$ cat src/rtl/muldiv_hilo_ctrl.sv
// muldiv_hilo_ctrl: EX-stage multiply/divide sequencer owning HI/LO and the stall request.
// Drives a fixed-latency multiplier and an iterative divider from latched operands.
module muldiv_hilo_ctrl #(
    parameter int MUL_LAT = 2
) (
    input  logic        clk,
    input  logic        resetn,
    input  logic        op_valid,
    input  logic [2:0]  op_code,
    input  logic [31:0] src_a,
    input  logic [31:0] src_b,
    input  logic        stall_in,
    input  logic        flush,
    output logic        mul_signed,
    output logic [31:0] mul_a,
    output logic [31:0] mul_b,
    input  logic [63:0] mul_result,
    output logic        div_start,
    output logic        div_annul,
    output logic        div_signed,
    output logic [31:0] div_a,
    output logic [31:0] div_b,
    input  logic [63:0] div_result,
    input  logic        div_ready,
    output logic        stallreq,
    output logic [31:0] hi,
    output logic [31:0] lo,
    output logic [1:0]  hilo_we
);
    typedef enum logic [1:0] {IDLE, MUL_WAIT, DIV_WAIT, DONE} state_t;

    state_t      state;
    logic [2:0]  cnt;
    logic [31:0] op_a, op_b;
    logic        op_sgn;
    logic        in_mul, in_div, go, is_mul, is_div;
    logic        start_mul, start_div, div_zero, mt_hi, mt_lo, mul_done, div_done;

    assign in_mul    = state == MUL_WAIT;
    assign in_div    = state == DIV_WAIT;
    assign go        = state == IDLE && op_valid && !flush;
    assign is_mul    = op_code == 3'd1 || op_code == 3'd2;
    assign is_div    = op_code == 3'd3 || op_code == 3'd4;
    assign start_mul = go && is_mul;
    assign start_div = go && is_div && src_b != '0;
    assign div_zero  = go && is_div && src_b == '0;
    assign mt_hi     = go && op_code == 3'd5;
    assign mt_lo     = go && op_code == 3'd6;
    assign mul_done  = in_mul && !flush && cnt == 3'(MUL_LAT - 1);
    assign div_done  = in_div && !flush && div_ready;

    // strobes are gated by resetn so they drop at once even while EX still presents an op
    assign stallreq   = resetn && (start_mul || start_div || ((in_mul || in_div) && !flush));
    assign hilo_we    = resetn ? {mt_hi || div_zero || mul_done || div_done,
                                  mt_lo || div_zero || mul_done || div_done} : 2'b00;
    assign div_start  = resetn && in_div && !div_ready;
    assign div_annul  = resetn && in_div && flush;
    assign mul_signed = in_mul && op_sgn;
    assign mul_a      = in_mul ? op_a : '0;
    assign mul_b      = in_mul ? op_b : '0;
    assign div_signed = in_div && op_sgn;
    assign div_a      = in_div ? op_a : '0;
    assign div_b      = in_div ? op_b : '0;

    always_ff @(posedge clk or negedge resetn) begin
        if (!resetn) begin
            state  <= IDLE;
            cnt    <= '0;
            op_a   <= '0;
            op_b   <= '0;
            op_sgn <= 1'b0;
            hi     <= '0;
            lo     <= '0;
        end else begin
            case (state)
                IDLE: begin
                    if (start_mul || start_div) begin
                        state  <= start_mul ? MUL_WAIT : DIV_WAIT;
                        cnt    <= '0;
                        op_a   <= src_a;
                        op_b   <= src_b;
                        op_sgn <= op_code == 3'd1 || op_code == 3'd3;
                    end else if (div_zero) begin
                        state <= DONE;
                        hi    <= src_a;
                        lo    <= '1;
                    end
                    if (mt_hi) hi <= src_a;
                    if (mt_lo) lo <= src_a;
                end
                MUL_WAIT: begin
                    cnt <= cnt + 3'd1;
                    if (flush) state <= IDLE;
                    else if (mul_done) begin
                        state    <= DONE;
                        {hi, lo} <= mul_result;
                    end
                end
                DIV_WAIT: begin
                    if (flush) state <= IDLE;
                    else if (div_ready) begin
                        state    <= DONE;
                        {hi, lo} <= div_result;
                    end
                end
                DONE: if (!stall_in) state <= IDLE;
            endcase
        end
    end
endmodule

$ cat config.mk
export PLATFORM = sky130hd
export DESIGN_NAME = muldiv_hilo_ctrl
export DESIGN_NICKNAME = d
export VERILOG_FILES = /design/src/rtl/muldiv_hilo_ctrl.sv
export SDC_FILE = /design/constraint.sdc
export NUM_CORES = 1
export LEC_CHECK = 0
export CAP_MARGIN = 40
export CORE_AREA = 2 2 158 160
export CTS_CLUSTER_DIAMETER = 60
export DETAILED_ROUTE_END_ITERATION = 7
export DIE_AREA = 0 0 160 162
export GPL_TIMING_DRIVEN = 0
export PLACE_DENSITY = 0.65
export SLEW_MARGIN = 0
export SYNTH_ARGS = -nofsm -noshare
export SYNTH_HDL_FRONTEND = slang
export SYNTH_SLANG_ARGS = --single-unit
$ cat constraint.sdc
create_clock -name clk -period 3.1 [get_ports clk]
set_clock_uncertainty 0.2 [all_clocks]
set_input_delay 0.31 -clock clk [delete_from_list [all_inputs] [get_ports clk]]
set_output_delay 0.31 -clock clk [all_outputs]
set_load 0.02 [all_outputs]
==> impl_metrics.toml, run 1 <==
[status]
outcome = "complete, no violations"

[global_route]
overflow = 0
grt_max_degree = 83
grt_antenna_before_repair = 0
grt_pass1_wl_um = 46970
globalRouteTotalUtil_pct = 24.06
grt_pass1_vias = 7643

[critical_path]
endpoint_kind = "output port"
r2r-end = "lo[31]$_DFFE_PN0P_"
criticalPathCategory = "reg -> out"
worst-path-buf-inv = 4
critPathTopFamily = "buffers and inverters"
crit_end = "mul_b[20]"
critical_path.startpoint_type = "flip-flop"
reg2reg_depth = 8
rr_startpoint = "state[0]$_DFFE_PN0P_"
required_ps = 2590
crit_slowest_cell = "clkdlybuf4s50_1"
path_cells = "inv_2, ha_4, buf_2, clkbuf_2, and2_1, clkdlybuf4s50_1"
rrSetupSlack_ps = 250
cp_num_cells = 6
arrival_ps = 2480
slowest_delay_ps = 610
cp_max_fo = 10
cp-startpoint = "state[1]$_DFFE_PN0P_"

[route]
avgViaCountPerCell = 4.887
drtAntennaViolNets = 0
drt_iter0_markers = 426
totalWireLength_um = 31960
wl_per_cell_um = 21.15
num_vias = 7385
dr.pass1.iters = 5
drc = 0

[timing]
worstMarginPinSlew_ps = 909.4
hold_viol_final = 0
setup_viol = 0
fmax_mhz = 333.9
slew_headroom_pct = 39.37
fin_crit_sh_pct = 96.60
drv_slew = 0
tns_ps = 0
min_period_ps = 2994
rsz0062_at_grt = "false"

[finish]
final_util_pct = 52.53
final_cells = 1511
final_common_cell = "clkdlybuf4s50_1"
antennaDiodeCount = 0
nets = 1383
layout_common_cells = "294 x clkdlybuf4s50_1, 132 x dfrtp_1, 130 x and2_1"
area_growth_syn_to_layout_pct = 69.06
drive_gt1_share_pct = 13.56

[placed_design]
io_buffers = 399
dp_hpwl_um = 24890
dp_cells = 1477
gp_congestion = 0.8829

[power_and_ir_drop]
p_leak_nw = 5.600
ir_drop_v = 0.0004004
powerDensity_nw_per_um2 = 1116
total_power_mw = 14.13

[clock_network]
cts_buffers = 17
root_buffer = "clkbuf_16"
clk_latency_ps = 410
cts_max_level = 4
cts.sinks = 134
cts.clk_slew.worst_paths_ps = 60
tritoncts = "built"
clk_path_buf_depth = 2

[synthesis]
synth_cell_types = 40
syn_avg_cell_area_um2 = 9.973
synth_seq_area_share_pct = 44.77
synthesis.nets = 960
synth.largest_area_cell = "dfrtp_1"
netlist_instances = 751
synth_area_um2 = 7490
synth.area.top_cells = "dfrtp_1 45%, and2_1 11%, mux2_2 11%"
yosysWarningCount = 0
synth_top_area_share_pct = 44.77
synth-seq-cells = 134

[job]
drv_cap = 0

[floorplanning]
core_um2 = 24110
num_rows = 57
die_w_um = 160
boundaryPins = 400
start_util_pct = 31.07
die_y_um = 162
die_area_um2 = 25920

[worst_hold_path]
min_path_type = "in -> async"
[timing repair]
item	in CTS	in global routing
hold buffers	1	0
cloned	0	0
pin swaps	3	0
endpoints found under the setup margin	143	44
buffers inserted	5	0
hold endpoints to repair	55	0
gates resized for setup	151	20
[cells in the mapped netlist]
library cell,instances
a32oi_1,1
nand4_1,2
buf_4,2
nor3b_1,1
o21ai_0,35
a41o_1,2
o21bai_1,1
a21oi_1,66
nor4_1,8
o221ai_1,1
a221oi_1,1
or3b_1,1
nor3_1,1
nand3b_1,2
nand2_1,75
ha_1,8
xnor2_1,1
o22ai_1,2
clkbuf_1,42
o21ai_1,1
buf_1,2
mux2i_1,2
and3_1,1
nor2b_1,1
nand2b_1,3
mux2_2,70
nor2_1,34
or2_2,1
a22oi_1,32
dfrtp_1,134
mux2_1,60
and3b_1,1
and2_1,130
or3_1,1
o21a_1,4
o31ai_2,2
xor2_1,1
a2111oi_4,1
buf_2,11
inv_1,7
[cell type report]
class                      instances  area, um^2
clock inverter                    10       145.1
timing repair buffer             408        3991
inverter                           7       26.28
fill                            2303       11440
clock buffer                      22       474.2
buffer                            53       300.3
multi-input combinational        553        3964
tap                              324       405.4
sequential                       134        3356
[per-stage QoR]
| stage | instance area, um^2 | hold slack [ps] | setup WS [ps] |
|---|---|---|---|
| finish | 12660 | 233.1 | 105.5 |
| global route | 12660 | 286.9 | 0.1710 |
| CTS | 12620 | 248.2 | 2.218 |
| detailed placement | 11940 | 131.4 | -968.9 |
| global placement | 11890 | 273.2 | -4411 |
| floorplan | 7490 | -185.6 | 587.4 |
[state kept, by name, indices dropped and copies added (netlist names)]
register	count
state	2
hi	32
op_a	32
lo	32
op_sgn	1
op_b	32
cnt	3
[report_power, final]
group	total [mW]	switching, mW	leakage (nW)	internal (mW)
Clock	2.15	0.813	0.297	1.34
Combinational	8.78	5.00	3.74	3.78
Sequential	3.20	0.549	1.57	2.65
Total	14.1	6.37	5.60	7.77
[per-layer routing]
| layer | routed length [um] | GRT usage, % | vias up |
|---|---|---|---|
| li1 | - | - | 3437 |
| met1 | 13290 | 29.56 | 3614 |
| met2 | 15540 | 41.22 | 294 |
| met3 | 2301 | 6.384 | 40 |
| met4 | 831 | 7.903 | 0 |
| met5 | 0 | 0 | - |
[worst min-delay path by stage]
stage	endpoint	start	cells after the start	slack (ps)
after floorplan	cnt[0]$_DFFE_PN0P_	resetn	0	-190
after global placement	hi[4]$_DFFE_PN0P_	hi[4]$_DFFE_PN0P_	1	270
after CTS	op_b[25]$_DFFE_PN0P_	resetn	2	250
final	op_b[25]$_DFFE_PN0P_	resetn	2	230
after global routing	op_b[30]$_DFFE_PN0P_	resetn	2	290
after detailed placement	op_b[25]$_DFFE_PN0P_	resetn	1	130
[cells by family after synthesis]
| kind of cell | after synthesis | synth area share (%) |
|---|---|---|
| AO/OA/AOI/OAI | 149 | 12.01 |
| multiplexers | 132 | 19.81 |
| XOR/XNOR | 2 | 0.2339 |
| AND/OR/NAND/NOR | 262 | 18.34 |
| buffers and inverters | 64 | 3.491 |
| adder cells (fa/ha/maj) | 8 | 1.337 |
| flip-flops | 134 | 44.77 |
Power figures use the tool's default switching activity.
==> run 2, diff against run 1 <==
--- a/config.mk
+++ b/config.mk
@@ -10,6 +10,7 @@
 export CTS_CLUSTER_DIAMETER = 60
 export DETAILED_ROUTE_END_ITERATION = 7
 export DIE_AREA = 0 0 160 162
+export GPL_ROUTABILITY_DRIVEN = 1
 export GPL_TIMING_DRIVEN = 0
 export PLACE_DENSITY = 0.65
 export SLEW_MARGIN = 0
==> results of run 2 <==
Same layout as run 1: the final DEF is identical, and so are final timing and power.
